[src/rtl/soc_sram_sp_arbiter.sv]
// Two-port round-robin arbiter in front of a single-port synchronous SRAM.
// Supports counter-bounded locked bursts and returns read data to the issuing port.
module soc_sram_sp_arbiter #(
  parameter int WORD_AW   = 30,
  parameter int DW        = 32,
  parameter int MAX_BURST = 8
) (
  input  logic               clk,
  input  logic               rst,
  input  logic               req0,
  input  logic               req1,
  input  logic               we0,
  input  logic               we1,
  input  logic               lock0,
  input  logic               lock1,
  input  logic [WORD_AW-1:0] addr0,
  input  logic [WORD_AW-1:0] addr1,
  input  logic [DW-1:0]      wdata0,
  input  logic [DW-1:0]      wdata1,
  input  logic [DW/8-1:0]    sel0,
  input  logic [DW/8-1:0]    sel1,
  output logic               gnt0,
  output logic               gnt1,
  output logic               ack0,
  output logic               ack1,
  output logic [DW-1:0]      rdata0,
  output logic [DW-1:0]      rdata1,
  output logic               sram_ce,
  output logic               sram_we,
  output logic               sram_oe,
  output logic [WORD_AW-1:0] sram_waddr,
  output logic [DW-1:0]      sram_din,
  output logic [DW/8-1:0]    sram_sel,
  input  logic [DW-1:0]      sram_dout
);

  localparam int SW = DW / 8;

  logic       last_ptr;
  logic       owner_vld;
  logic       owner;
  logic [7:0] burst_cnt;
  logic       resp_valid;
  logic       resp_port;
  logic       resp_is_read;

  logic       gnt_any;
  logic       gport;
  logic       g_we;
  logic       g_lock;
  logic [7:0] base_cnt;
  logic [8:0] next_cnt;
  logic       keep_lock;

  // NOTE: every always_comb output gets a default first so no path leaves it unassigned (no latch).
  always_comb begin
    gnt_any = 1'b0;
    gport   = 1'b0;
    if (!rst) begin
      gnt_any = 1'b0;
    end else if (owner_vld && (owner ? req1 : req0)) begin
      gnt_any = 1'b1;
      gport   = owner;
    end else if (req0 && req1) begin
      gnt_any = 1'b1;
      gport   = ~last_ptr;
    end else if (req0) begin
      gnt_any = 1'b1;
      gport   = 1'b0;
    end else if (req1) begin
      gnt_any = 1'b1;
      gport   = 1'b1;
    end
  end

  assign gnt0   = gnt_any & ~gport;
  assign gnt1   = gnt_any & gport;
  assign g_we   = gport ? we1 : we0;
  assign g_lock = gport ? lock1 : lock0;

  // Burst count only carries over while the same port keeps the lock.
  assign base_cnt  = (owner_vld && (owner == gport)) ? burst_cnt : 8'd0;
  assign next_cnt  = {1'b0, base_cnt} + 9'd1;
  assign keep_lock = g_lock && (next_cnt < 9'(MAX_BURST));

  // SRAM writes on we alone, so every control is qualified by the grant.
  assign sram_ce    = gnt_any;
  assign sram_we    = gnt_any & g_we;
  assign sram_oe    = gnt_any & ~g_we;
  assign sram_waddr = gnt_any ? (gport ? addr1 : addr0) : '0;
  assign sram_din   = gnt_any ? (gport ? wdata1 : wdata0) : '0;
  assign sram_sel   = gnt_any ? (gport ? sel1 : sel0) : {SW{1'b0}};

  // NOTE: sequential state uses non-blocking assignments so all flops update from pre-edge values.
  always_ff @(posedge clk or negedge rst) begin
    if (!rst) begin
      last_ptr     <= 1'b1;
      owner_vld    <= 1'b0;
      owner        <= 1'b0;
      burst_cnt    <= 8'd0;
      resp_valid   <= 1'b0;
      resp_port    <= 1'b0;
      resp_is_read <= 1'b0;
    end else begin
      resp_valid <= gnt_any;
      if (gnt_any) begin
        last_ptr     <= gport;
        resp_port    <= gport;
        resp_is_read <= ~g_we;
        if (keep_lock) begin
          owner_vld <= 1'b1;
          owner     <= gport;
          burst_cnt <= next_cnt[7:0];
        end else begin
          owner_vld <= 1'b0;
          burst_cnt <= 8'd0;
        end
      end else if (owner_vld) begin
        owner_vld <= 1'b0;
        burst_cnt <= 8'd0;
      end
    end
  end

  assign ack0   = resp_valid & ~resp_port;
  assign ack1   = resp_valid & resp_port;
  assign rdata0 = (ack0 && resp_is_read) ? sram_dout : '0;
  assign rdata1 = (ack1 && resp_is_read) ? sram_dout : '0;

endmodule
[config.mk]
export PLATFORM = sky130hd
export DESIGN_NAME = soc_sram_sp_arbiter
export DESIGN_NICKNAME = d
export VERILOG_FILES = /design/src/rtl/soc_sram_sp_arbiter.sv
export SDC_FILE = /design/constraint.sdc
export NUM_CORES = 1
export LEC_CHECK = 0
export ABC_AREA = 1
export CAP_MARGIN = 20
export CORE_AREA = 2 2 119 121
export CTS_BUF_LIST = sky130_fd_sc_hd__clkbuf_8
export DETAILED_ROUTE_END_ITERATION = 8
export DIE_AREA = 0 0 121 123
export GPL_TIMING_DRIVEN = 0
export RECOVER_POWER = 50
export SLEW_MARGIN = 15
export SYNTH_ARGS = -nofsm -noshare
export SYNTH_HDL_FRONTEND = slang
export SYNTH_SLANG_ARGS = --single-unit
[constraint.sdc]
create_clock -name clk -period 1.8 [get_ports clk]
set_input_delay 0.27 -clock clk [delete_from_list [all_inputs] [get_ports clk]]
set_output_delay 0.27 -clock clk [all_outputs]
set_load 0.005 [all_outputs]
==> results by group <==
Synth
  – Register area share after synthesis: 0.192
  – Synth Area in Compound Gates: 0.339
  – Synth top area cells: a22o_1 (32%), dfrtp_1 (18%), nor2_1 (16%), inv_1 (9.6%), nand2_1 (5.5%)
  – Most used DFF post-synth: dfrtp_1
  – Number of synthesized flops with an enable pin: 0
  – Syn Area/Cell: 6.59 um2
  – Post-synthesis adder-cell area fraction: 0.00683
  – Synth cell types: 27
  – Post-synth ARST share: 1.00
  – Synth Cell Area: 1830 um2
  – Yosys top cell area share: 0.316
  – Post-synthesis mux area share: 0
  – #FFs+latches synth: 14
  – Synth Warn #: 0
  – Synth Area in XOR/XNOR: 0.00478
  – Largest area contributor in the netlist: a22o_1
  – Syn Nets: 451
  – Mapped Cells: 278
  – Combinational family with the most area after synthesis: compound AO/OA/AOI/OAI gates
  – Post-Synth Simple-Gate Area: 0.278

STA
  – Final TNS setup: -20680 ps
  – Setup violators final: 75
  – Least-Margin Pin Slew: 575 ps
  – RSZ-0062 raised after global routing: yes
  – Fmax: 451 MHz
  – Tmin final: 2220 ps
  – Slew Viols, Final: 0
  – Slew HR: 0.615
  – Min Hold Slack: 412 ps
  – Worst Skew: 3.55 ps
  – Post-route worst setup slack: -416 ps
  – Final worst path period share: 1.23
  – Hold Fails Final Rpt: 0

Routing
  – Drt total wl: 13300 um
  – Remaining antenna violation count after routing: 0
  – DRC Markers: 0
  – Drt first pass iters: 4
  – Routed len/inst: 16.1 um
  – Vias per cell: 4.08
  – Vias: 3386
  – DRT iter0 DRCs: 132

GRT
  – Antenna violations before repair: 5
  – Gr ovfl total: 0
  – Aggregate global-route resource usage: 0.158
  – Largest net degree at the start of global routing: 14
  – First-pass GRT wire length: 18400 um
  – Vias in the first global route: 3238

Pwr
  – Logic pwr share: 0.671
  – Pleak: 2.87 nW
  – PD cells: 372 nW/um2
  – Switching share of power: 0.323
  – NetSw: 0.658 mW
  – Peak supply drop: 0.267 mV
  – Sequential share of power: 0.176
  – Clk pwr share: 0.153
  – Pint: 1.38 mW
  – Power Total: 2.04 mW

Placed design
  – RePlAce Congestion: 0.784
  – DP Worst Slack: -1400 ps
  – Placed cell area: 5140 um2
  – Placed insts: 766
  – PortBufs: 308
  – Post-DP HPWL: 10700 um

Floorplanning
  – I/O pin cnt: 309
  – Die Footprint: 14900 um2
  – Die Wd: 121 um
  – # rows: 43
  – Height of the die: 123 um
  – Core area: 13600 um2
  – Starting density of the core: 0.135

Setup path
  – Critical Path Most Common Cell: buf_8
  – CP Max Fanout: 6
  – Slowest stage delay, CP: 530 ps
  – Worst-path cell chain: inv_2, nand2_2, nand3_2, nand2_4, inv_8, buf_6, buf_8, buf_8, buf_8, a22o_1, buf_2
  – WS Path Type: flip-flop to output pin
  – Required time worst endpoint: 1530 ps
  – CP startpoint kind: flip-flop
  – CP arrival: 1950 ps
  – Crit path capture type: output pin
  – R2r worst-path depth: 15
  – CP max-delay cell: dfstp_2

Hold path
  – Hold WC Path Type: input port to flip-flop
  – Worst Hold Depth: 4

Status
  – Status: finished, violations left
  – Failing checks: setup timing

Clock tree
  – CTS clk-pin slew, worst paths: 60 ps
  – CTS tree: done
  – Clk sinks: 14
  – Num CTS Buffers: 3
  – H-tree Lvls: 1
  – Clk_lat worst skew: 250 ps
  – Clock Tree Buf Depth: 2
  – Clk root buf: clkbuf_8

Layout
  – Layout cells sized above 1: 0.387
  – Finished Layout Cells: 829
  – Area grow syn2layout: 199%
  – Final #Nets: 818
  – Final Cell Area: 5470 um2
  – Final core utilization: 0.402
  – Commonest non-fill, non-tap cell in the layout: clkdlybuf4s50_1
  – Commonest non-fill, non-tap cells in the layout: clkdlybuf4s50_1 (169), buf_2 (98), a22o_1 (66)

Job
  – # Max-Cap Violations: 0
-- cell type report --
type	count	area [um2]
diodes	5	12.5
plain buffers	14	175
clock buffers	4	55.1
fillers	1440	8140
inverters	50	195
multi-input cells	194	1290
flip-flops and latches	14	352
well taps	180	225
repair buffers	368	3170
-- cells by family after synthesis --
logic type | count (synthesis)
compound gates | 72
xor+xnor | 1
fa+ha+maj | 1
buf+inv | 70
flops | 14
simple gates | 120
-- worst paths after layout --
path                                          start                       end  slack (ps)
setup / recovery               last_ptr$_DFFE_PN1P_               sram_din[9]        -420
hold / removal                                  rst     resp_port$_DFFE_PN0P_         410
setup reg to reg               last_ptr$_DFFE_PN1P_         owner$_DFFE_PN0P_        -170
hold reg to reg            burst_cnt[5]$_DFFE_PN0P_  burst_cnt[5]$_DFFE_PN0P_         500
max in group asynchronous                       rst     resp_port$_DFFE_PN0P_         840
min in group asynchronous                       rst      last_ptr$_DFFE_PN1P_         520
-- power groups by stage --
stage | clock, mW | combinational [mW] | sequential (mW)
6_report | 0.311 | 1.37 | 0.358
5_1_grt | 0.329 | 1.47 | 0.360
3_5_place_dp | 0 | 1.26 | 0.360
2_1_floorplan | 0 | 0.375 | 0.355
3_3_place_gp | 0 | 1.25 | 0.359
4_1_cts | 0.316 | 1.36 | 0.356
-- flip-flops by register name (all words and copies together) (netlist names) --
signal	cells
burst_cnt	8
resp_valid	1
owner_vld	1
last_ptr	1
owner	1
resp_is_read	1
resp_port	1
-- Yosys cell counts (all sizes together) (5+ instances only) --
cell    count
a22o       66
buf        13
clkbuf      7
dfrtp      13
inv        50
nand2      29
nand3       7
nor2       81
o21ai       5
-- worst max-delay path, delay by kind of cell, from the launching register on --
kind                   cells  cell delay (ps)
DFF                        1              530
AOI/OAI and AO/OA          1              210
buffers and inverters      7              700
and+or+nand+nor            3              230
-- routing by layer --
metal,global-route usage,part of all wire
met5,0,0
met4,0.0138,0.0065
met3,0.0549,0.096
met2,0.272,0.50
met1,0.198,0.40
-- timing repair --
item,4_1_cts,5_1_grt
pin swaps,16,39
setup buffers,48,12
hold endpoints to repair,13,0
cloned,4,2
gates resized for setup,448,177
hold buffers,2,0
endpoints found under the setup margin,146,122
No activity file was read; power rests on OpenSTA's default activity.
